`src/rtl/vlsu_dual_issue_queue.sv`:
```
// Dual-channel VLSU request queue: separate load and store FIFOs, a
// type-order FIFO for strict program ordering, and per-unit in-flight
// counters. Dispatch channels use valid/ready: a transfer happens on a
// rising clk_i edge where valid and ready are both high; once raised,
// valid and its bits hold until that transfer (flush_i excepted).
module vlsu_dual_issue_queue #(
  parameter int DEPTH        = 4,
  parameter int REQ_W        = 64,
  parameter int MAX_INFLIGHT = 4,
  parameter int CNT_W        = $clog2(2*DEPTH+1),
  parameter int INF_W        = $clog2(MAX_INFLIGHT+1)
) (
  input  logic             clk_i,
  input  logic             rst_i,
  input  logic             strict_i,
  input  logic             flush_i,
  input  logic             enq_valid_i,
  output logic             enq_ready_o,
  input  logic             enq_is_load_i,
  input  logic [REQ_W-1:0] enq_bits_i,
  output logic             ld_valid_o,
  input  logic             ld_ready_i,
  output logic [REQ_W-1:0] ld_bits_o,
  output logic             st_valid_o,
  input  logic             st_ready_i,
  output logic [REQ_W-1:0] st_bits_o,
  input  logic             ld_done_i,
  input  logic             st_done_i,
  output logic [CNT_W-1:0] count_o,
  output logic [INF_W-1:0] ld_inflight_o,
  output logic [INF_W-1:0] st_inflight_o,
  output logic             idle_o,
  output logic             err_o
);

  localparam int AW = $clog2(DEPTH);
  localparam int OW = AW + 1;
  localparam logic [AW:0]      PTR_ONE = 1;
  localparam logic [OW:0]      ORD_ONE = 1;
  localparam logic [INF_W-1:0] INF_ONE = 1;
  localparam logic [INF_W-1:0] INF_MAX = INF_W'(MAX_INFLIGHT);

  logic [REQ_W-1:0] ld_mem [DEPTH];
  logic [REQ_W-1:0] st_mem [DEPTH];
  logic [2*DEPTH-1:0] ord_mem;

  logic [AW:0] ld_wptr, ld_rptr, st_wptr, st_rptr;
  logic [OW:0] ord_wptr, ord_rptr;
  logic [AW:0] ld_cnt, st_cnt;
  logic        ld_empty, ld_full, st_empty, st_full, ord_empty, ord_head;
  logic        mode_q, mode_eff;
  logic        ld_room, st_room;
  logic        enq_fire, ld_fire, st_fire;

  assign ld_empty  = (ld_wptr == ld_rptr);
  assign st_empty  = (st_wptr == st_rptr);
  assign ord_empty = (ord_wptr == ord_rptr);
  assign ld_full   = (ld_wptr[AW] != ld_rptr[AW]) && (ld_wptr[AW-1:0] == ld_rptr[AW-1:0]);
  assign st_full   = (st_wptr[AW] != st_rptr[AW]) && (st_wptr[AW-1:0] == st_rptr[AW-1:0]);
  assign ld_cnt    = ld_wptr - ld_rptr;
  assign st_cnt    = st_wptr - st_rptr;
  assign ord_head  = ord_mem[ord_rptr[OW-1:0]];

  assign count_o = CNT_W'(ld_cnt) + CNT_W'(st_cnt);
  assign idle_o  = (count_o == '0) && (ld_inflight_o == '0) && (st_inflight_o == '0);

  // While idle the incoming strict_i is what the latch will hold next cycle,
  // so an enqueue in that same cycle already follows the new mode. Nothing
  // can dispatch while idle, so only the order-FIFO push sees the difference.
  assign mode_eff = idle_o ? strict_i : mode_q;

  assign ld_room = (ld_inflight_o < INF_MAX);
  assign st_room = (st_inflight_o < INF_MAX);

  assign enq_ready_o = !rst_i && !flush_i && (enq_is_load_i ? !ld_full : !st_full);
  assign enq_fire    = enq_valid_i && enq_ready_o;
  assign ld_fire     = ld_valid_o && ld_ready_i;
  assign st_fire     = st_valid_o && st_ready_i;

  assign ld_bits_o = ld_mem[ld_rptr[AW-1:0]];
  assign st_bits_o = st_mem[st_rptr[AW-1:0]];

  // Dispatch valids: strict mode lets only the order-FIFO head type go and
  // only after the other unit has drained; relaxed mode runs both streams.
  always_comb begin
    ld_valid_o = 1'b0;
    st_valid_o = 1'b0;
    if (!rst_i && !flush_i) begin
      if (mode_eff) begin
        if (!ord_empty) begin
          if (ord_head) ld_valid_o = (st_inflight_o == '0) && ld_room;
          else          st_valid_o = (ld_inflight_o == '0) && st_room;
        end
      end else begin
        ld_valid_o = !ld_empty && ld_room;
        st_valid_o = !st_empty && st_room;
      end
    end
  end

  // Payload and order storage; written only on an accepted enqueue.
  always_ff @(posedge clk_i) begin
    if (enq_fire && enq_is_load_i)  ld_mem[ld_wptr[AW-1:0]] <= enq_bits_i;
    if (enq_fire && !enq_is_load_i) st_mem[st_wptr[AW-1:0]] <= enq_bits_i;
    if (enq_fire && mode_eff)       ord_mem[ord_wptr[OW-1:0]] <= enq_is_load_i;
  end

  // FIFO pointers; flush empties every FIFO in one cycle.
  always_ff @(posedge clk_i) begin
    if (rst_i || flush_i) begin
      ld_wptr  <= '0;
      ld_rptr  <= '0;
      st_wptr  <= '0;
      st_rptr  <= '0;
      ord_wptr <= '0;
      ord_rptr <= '0;
    end else begin
      if (enq_fire && enq_is_load_i)  ld_wptr <= ld_wptr + PTR_ONE;
      if (enq_fire && !enq_is_load_i) st_wptr <= st_wptr + PTR_ONE;
      if (ld_fire)                    ld_rptr <= ld_rptr + PTR_ONE;
      if (st_fire)                    st_rptr <= st_rptr + PTR_ONE;
      if (enq_fire && mode_eff)       ord_wptr <= ord_wptr + ORD_ONE;
      if (mode_eff && (ld_fire || st_fire)) ord_rptr <= ord_rptr + ORD_ONE;
    end
  end

  // In-flight counters and the sticky underflow error.
  always_ff @(posedge clk_i) begin
    if (rst_i) begin
      ld_inflight_o <= '0;
      st_inflight_o <= '0;
      err_o         <= 1'b0;
    end else begin
      case ({ld_fire, ld_done_i})
        2'b10:   ld_inflight_o <= ld_inflight_o + INF_ONE;
        2'b01:   if (ld_inflight_o == '0) err_o <= 1'b1;
                 else ld_inflight_o <= ld_inflight_o - INF_ONE;
        default: ;
      endcase
      case ({st_fire, st_done_i})
        2'b10:   st_inflight_o <= st_inflight_o + INF_ONE;
        2'b01:   if (st_inflight_o == '0) err_o <= 1'b1;
                 else st_inflight_o <= st_inflight_o - INF_ONE;
        default: ;
      endcase
    end
  end

  // Ordering-mode latch: follows strict_i only while fully idle.
  always_ff @(posedge clk_i) begin
    if (rst_i)       mode_q <= 1'b1;
    else if (idle_o) mode_q <= strict_i;
  end

endmodule

```
`config.mk`:
```
export PLATFORM = sky130hd
export DESIGN_NAME = vlsu_dual_issue_queue
export DESIGN_NICKNAME = d
export VERILOG_FILES = /design/src/rtl/vlsu_dual_issue_queue.sv
export SDC_FILE = /design/constraint.sdc
export NUM_CORES = 1
export LEC_CHECK = 0
export CAP_MARGIN = 20
export CORE_UTILIZATION = 40
export DETAILED_ROUTE_END_ITERATION = 7
export PLACE_DENSITY = 0.57
export SLEW_MARGIN = 20
export SYNTH_ARGS = -nofsm -noshare
export SYNTH_HDL_FRONTEND = slang
export SYNTH_SLANG_ARGS = --single-unit
```
`constraint.sdc`:
```
create_clock -name clk_i -period 5.55 [get_ports clk_i]
set_input_delay 1.11 -clock clk_i [delete_from_list [all_inputs] [get_ports clk_i]]
set_output_delay 1.11 -clock clk_i [all_outputs]
set_load 0.005 [all_outputs]
```
==> results.py, run 1 <==
metrics = {
    "job": {
        "maxCapViolCount": 0,
    },
    "setup_path": {
        "crit_type": "reg2out",
        "start_kind": "register",
        "cp_data_arrival_time_ns": 4.20,
        "cp_slowest_cell": "clkdlybuf4s50_1",
        "crit_path_end_kind": "output port",
        "critPathRequiredTime_ns": 4.44,
        "cpPeakStageDelay_ns": 0.52,
        "crit_chain": "inv_1 > ha_1 > inv_1 > fa_1 > inv_1 > fa_1 > xor2_2 > nand4_1 > or3_4 > and2_4 > or3_1 > a21oi_1 > clkdlybuf4s50_1",
        "cp_common_cell": "inv_1",
        "crit_path_max_fanout": 9,
    },
    "die": {
        "die_h_um": 230.2,
        "rows": 83,
        "die_x_um": 230.2,
        "start_util_pct": 40.51,
        "fp.dieArea_um2": 52980,
        "ios": 217,
        "core_um2": 51410,
    },
    "layout": {
        "nFillCells": 4198,
        "areaGrowthSynthToFinish_pct": 23.81,
        "nNetsFinal": 1281,
        "drive_above_1_share_pct": 21.13,
        "final_cells": 1906,
        "fin_area_um2": 25780,
        "antenna_cells": 0,
    },
    "yosys": {
        "synth-compound-area-share_pct": 0.9193,
        "syn_avg_cell_area_um2": 22.61,
        "synth_top_family_by_area": "multiplexers",
        "yosysWarnings": 0,
        "synth_edf_count": 520,
        "synth-seq-cells": 552,
        "netlist-cell-type-count": 48,
        "synthCells": 921,
        "dominantRegCellSynth": "edfxtp_1",
        "syn-num-nets": 1019,
        "yosys.area_share.simple_pct": 2.403,
        "async_flop_share_pct": 0,
        "synthAdderAreaFrac_pct": 1.622,
        "synth_xor_area_share_pct": 0.9673,
        "ys_seq_area_share_pct": 78.06,
        "synth_area_um2": 20820,
        "synthMuxAreaShare_pct": 14.94,
    },
    "global_route": {
        "grt_pass1_vias": 10400,
        "grt_use_met3_pct": 3.633,
        "grt_start_max_net_pins": 65,
        "gr-total-overflow": 0,
        "use_met1_pct": 23.84,
        "grt-busiest-layer": "met2",
        "grt_pass1_wl_um": 65980,
        "antenna_found_initial": 2,
        "track_usage_pct": 16.82,
        "met2_usage_pct": 26.84,
    },
    "pwr": {
        "p_switching_w": 0.001881,
        "p_sw_share_pct": 21.17,
        "power_frac_seq_pct": 52.2,
        "intPower_w": 0.007003,
        "clkPwrFrac_pct": 40.3,
        "power_density_nw_per_um2": 344.5,
        "report.power.total_w": 0.008884,
        "combinationalPowerShare_pct": 7.5,
        "vdd_drop_max_uv": 245.5,
        "p_leak_nw": 8.110,
    },
    "routing": {
        "post-route-drc-count": 0,
        "drt_pass1_iterations": 5,
        "avgRoutedWirePerCell_um": 22.89,
        "viasPerCell": 5.106,
        "totalWireLength_um": 43630,
        "vias": 9732,
        "ant_nets": 0,
        "drt_iter0_markers": 663,
    },
    "sta": {
        "fin_crit_sh_pct": 95.76,
        "clock.fmax_mhz": 188.2,
        "period_needed_ns": 5.315,
        "setup-violations-final": 0,
        "max_slew.worst_pin.slew_ns": 0.8979,
        "maxSlewViolCount": 0,
        "hold_violations": 0,
        "clock-skew-final_ns": 0.02180,
        "slew_headroom_pct": 40.14,
    },
    "placement": {
        "dp_hpwl_um": 26130,
        "place_area_um2": 23960,
        "port-buffer-count": 216,
        "dp_cells": 1797,
        "gp_congestion": 0.7460,
    },
    "clocking": {
        "clk_latency_ns": 0.60,
        "holdBufCountCts": 0,
        "cts_made_buffers": 56,
        "htree_levels": 2,
        "cts_root_buffer": "clkbuf_16",
        "cts.sinks": 552,
        "clk_pin_slew_ns": 0.06,
        "cts_tree": "done",
        "cts_buffer_depth": 3,
    },
    "min_path": {
        "hold_path.class": "reg2reg",
    },
    "run_status": {
        "status": "completed",
    },
}
## final cells by class
class	count	area [µm²]	area share (%)
flip-flops and latches	552	16270	63.10
clock inverters	36	286.5	1.111
inverters	24	90.09	0.3494
multi-input cells	309	4375	16.97
clock buffers	65	1455	5.644
repair buffers	240	2455	9.521
well taps	680	850.8	3.300
## routing by layer
metal | part of all wire (%) | wire, µm
met5 | 0.069 | 30
met3 | 5.7 | 2468
met4 | 1.4 | 599
met2 | 48 | 20980
met1 | 45 | 19550
## placed cells by master, fill, tap and decap left out, drive strengths merged, types with 2 or more instances in the layout
master and n:
a22oi 2, or3 7, a31oi 2, and3 4, edfxtp 520, mux2 5, o21ai 5, nor3 4
dfxtp 32, nand4 5, clkbuf 65, fa 5, a21oi 4, or2 2, ha 19, nand2 13
xnor2 13, mux2i 10, and2 9, bufinv 4, nand2b 2, nor2b 2, nor2 36, nor3b 5
a21o 2, xor2 10, clkinv 29, clkdlybuf4s50 216, inv 26, a2111oi 2, buf 24, mux4 130
nor4 2
## power groups by stage
stage               clock network [W]  logic [W]  registers [W]
detailed placement                  0   0.000583        0.00472
global route                  0.00384   0.000722        0.00464
global placement                    0   0.000574        0.00472
floorplan                           0   0.000305        0.00470
CTS                           0.00368   0.000588        0.00463
finish                        0.00358   0.000667        0.00463
## worst paths after layout
path | slack [ns] | startpoint | cells past startpoint | end
worst max-delay path | 0.24 | st_wptr[0]$_SDFFE_PP0P_ | 13 | ld_valid_o
worst min-delay path | 0.49 | err_o$_SDFF_PP0_ | 2 | err_o$_SDFF_PP0_
worst max register to register | 1.12 | st_wptr[0]$_SDFFE_PP0P_ | 17 | st_inflight_o[2]$_SDFFE_PP0P_
worst min register to register | 0.49 | err_o$_SDFF_PP0_ | 2 | err_o$_SDFF_PP0_
## cell families (layout without fill, tap and decap cells)
logic type | count (synthesis) | in the layout
and+or+nand+nor | 95 | 95
xor gates and xnor gates | 23 | 23
adders and majority gates | 24 | 24
AOI/OAI and AO/OA | 22 | 22
buffers and inverters | 60 | 365
muxes | 145 | 145
DFF | 552 | 552
## per-stage QoR
stage          setup TNS [ns]  hold slack (ns)  worst slack [ns]  util [%]
3_3_place_gp                0           0.4607            0.6616     46.60
6_report                    0           0.4937            0.2353     50.16
5_1_grt             -0.004345           0.5057         -0.004345     50.16
2_1_floorplan               0           0.4566             1.325         -
4_1_cts                     0           0.4907           0.08305     49.99
3_5_place_dp                0           0.4721            0.6200     46.60
## sequential cells by signal, indices dropped and copies added, names as in the netlist, named ones only
signal,cells
st_rptr,3
ord_mem,8
st_wptr,3
ord_rptr,4
ld_inflight_o,3
ld_wptr,3
ord_wptr,4
ld_mem,256
st_inflight_o,3
ld_rptr,3
st_mem,256
mode_q,1
err_o,1
## cell usage after synthesis (all sizes together) (4+ instances only)
master	n	area (µm²)
edfxtp	520	15610
mux4	130	2935
nor2	36	135.1
dfxtp	32	640.6
inv	24	90.09
clkbuf	20	75.07
ha	19	237.7
buf	16	61.30
nand2	13	48.80
xnor2	13	113.9
mux2i	10	112.6
xor2	10	87.58
and2	9	58.81
or3	7	48.80
fa	5	100.1
mux2	5	63.81
nand4	5	31.28
nor3b	5	37.54
o21ai	5	25.02
a21oi	4	23.77
and3	4	25.02
nor3	4	20.02
## worst max-delay path, delay by kind of cell (launching register included)
kind	cells	cell delay, ns
buffers and inverters	4	0.75
xor gates and xnor gates	1	0.15
AOI/OAI and AO/OA	1	0.14
adders and majority gates	3	1.09
and+or+nand+nor	4	1.14
DFF	1	0.34
## repair_timing
action / CTS / global route
pin swaps: 0 / 3
endpoints found under the hold margin: 0 / 0
setup buffers: 0 / 7
setup endpoints to repair: 1 / 2
resized for setup: 1 / 3
cloned: 0 / 0
No activity file was read; power rests on OpenSTA's default activity.
==> inputs of run 2 (changes only) <==
--- a/config.mk
+++ b/config.mk
@@ -8,2 +8,3 @@
 export CAP_MARGIN = 20
+export CORE_MARGIN = 1.5
 export CORE_UTILIZATION = 40
--- a/constraint.sdc
+++ b/constraint.sdc
@@ -3,2 +3,2 @@
 set_output_delay 1.11 -clock clk_i [all_outputs]
-set_load 0.005 [all_outputs]
+set_load 0.1 [all_outputs]
==> run 2 against run 1 <==
Compared with the run above: critical endpoint unchanged; cell count decreased by 0.16%; sequential power barely moved; total power rose by 6.1%; count of clock-buffer cells in the layout is 4 higher; core utilization increased by 0.11 points; die area is 0.87% higher; critical path depth did not move; first-iteration DRC count is 7.7% lower.
==> results.py, run 2 (synthesis gave the netlist of run 1 again) <==
metrics = {
    "run_status": {
        "status": "completed",
    },
    "sta": {
        "maxSlewViolCount": 0,
        "slew_headroom_pct": 26.54,
        "fin_ws_ns": 0.3226,
        "holdWs_ns": 0.4735,
        "clock.fmax_mhz": 191.3,
        "setup_tns_ns": 0,
        "fin_crit_sh_pct": 94.19,
        "hold_violations": 0,
        "clock-skew-final_ns": 0.01370,
        "rsz0062_at_grt": "no",
        "period_needed_ns": 5.227,
        "setup-violations-final": 0,
        "max_slew.worst_pin.slew_ns": 1.098,
    },
    "clocking": {
        "clk_pin_slew_ns": 0.07,
        "cts_made_buffers": 55,
        "post_cts_resize_count": 0,
        "htree_levels": 2,
        "post-cts-setup-buffers": 0,
        "cts_root_buffer": "clkbuf_16",
        "holdBufCountCts": 0,
        "cts_buffer_depth": 3,
        "cts.sinks": 552,
        "clk_latency_ns": 0.60,
        "cts_tree": "done",
    },
    "routing": {
        "post-route-drc-count": 0,
        "viasPerCell": 5.112,
        "drt_iter0_markers": 612,
        "vias": 9728,
        "avgRoutedWirePerCell_um": 23.23,
        "ant_nets": 0,
        "totalWireLength_um": 44200,
        "drt_pass1_iterations": 5,
    },
    "min_path": {
        "hold_path.class": "reg2reg",
        "hp-start": "err_o$_SDFF_PP0_",
    },
    "die": {
        "core_um2": 51410,
        "die_x_um": 231.2,
        "rows": 83,
        "start_util_pct": 40.51,
        "fp.dieArea_um2": 53440,
        "ios": 217,
        "die_h_um": 231.2,
    },
    "pwr": {
        "power_density_nw_per_um2": 364.7,
        "report.power.total_w": 0.009425,
        "p_leak_nw": 8.112,
        "vdd_drop_max_uv": 449.3,
    },
    "layout": {
        "drive_above_1_share_pct": 20.85,
        "mostFrequentLayoutCells": "520 x edfxtp_1, 212 x clkdlybuf4s50_1, 128 x mux4_2, 57 x clkbuf_16, 36 x nor2_1",
        "final_cells": 1903,
        "layout_commonest_cell": "edfxtp_1",
        "areaGrowthSynthToFinish_pct": 24.09,
        "antenna_cells": 0,
        "nNetsFinal": 1274,
    },
    "global_route": {
        "grt_use_met3_pct": 3.519,
        "grt_pass1_wl_um": 66810,
        "track_usage_pct": 16.85,
        "grt-busiest-layer": "met2",
        "met2_usage_pct": 26.75,
        "grt_pass1_vias": 10330,
        "antenna_found_initial": 1,
        "grt_start_max_net_pins": 65,
        "use_met1_pct": 24.01,
        "gr-total-overflow": 0,
    },
    "placement": {
        "gp_congestion": 0.7315,
        "port-buffer-count": 216,
        "dp_cells": 1799,
        "dp_hpwl_um": 25690,
        "pre_cts_ws_ns": 0.9472,
    },
    "setup_path": {
        "worst-r2r-setup-slack_ns": 1.01,
        "critPathRequiredTime_ns": 4.44,
        "crit_type": "reg2out",
        "start_kind": "register",
        "crit_path_max_fanout": 12,
        "r2r-start": "st_wptr[0]$_SDFFE_PP0P_",
        "crit_path_end_kind": "output port",
        "cp_data_arrival_time_ns": 4.12,
        "setup.worst_path.start": "st_wptr[0]$_SDFFE_PP0P_",
    },
    "job": {
        "maxCapViolCount": 0,
    },
}
-- run 2: changes by cell type in the layout (fill, tap and decap cells not counted), sizes merged --
cell / before / now
clkinv: 29 / 23
clkbuf: 65 / 69
clkdlybuf4s50: 216 / 212
bufinv: 4 / 7
clkinvlp: 1 / 4
buf: 24 / 22
inv: 26 / 25
-- run 2: layout make-up --
type | instances | area [µm²]
flip-flops and latches | 552 | 16270
clock inverters | 35 | 364.1
clock buffers | 69 | 1481
repair buffers | 234 | 2400
fillers | 4221 | 25560
inverters | 24 | 90.09
well taps | 680 | 850.8
multi-input cells | 309 | 4385
-- run 2: worst max-delay path, stage by stage, from the launching register on --
cell and delay, ns:
dfxtp_1 0.35, inv_1 0.13, ha_1 0.17, inv_1 0.05, fa_1 0.51, inv_1 0.06
fa_1 0.40, xor2_1 0.24, nand4_1 0.18, or3_4 0.39, and2_4 0.22, or3_1 0.39
a21oi_2 0.13, buf_4 0.31
-- run 2: through the flow --
step	instance area, µm²	utilization [%]
2_1_floorplan	20850	-
3_5_place_dp	24000	46.68
4_1_cts	25840	50.27
3_3_place_gp	24000	46.68
6_report	25840	50.27
5_1_grt	25840	50.27
-- run 2: routing by layer --
metal / part of all wire (%) / vias to the layer above
li1: - / 4313
met1: 45 / 5114
met2: 48 / 245
met3: 5.2 / 54
met4: 1.6 / 2
met5: 0.029 / -
-- run 2: power breakdown --
group,switching (W),internal (W),leakage (nW)
combinational,0.000725,0.000289,2.28
clock,0.00156,0.00222,0.887
sequential,0.0000418,0.00459,4.95
total,0.00233,0.00710,8.11
-- run 2: worst paths after layout --
check / to / depth (start not counted)
setup / recovery: ld_valid_o / 13
hold / removal: err_o$_SDFF_PP0_ / 2
setup reg to reg: st_inflight_o[2]$_SDFFE_PP0P_ / 16
hold reg to reg: err_o$_SDFF_PP0_ / 2
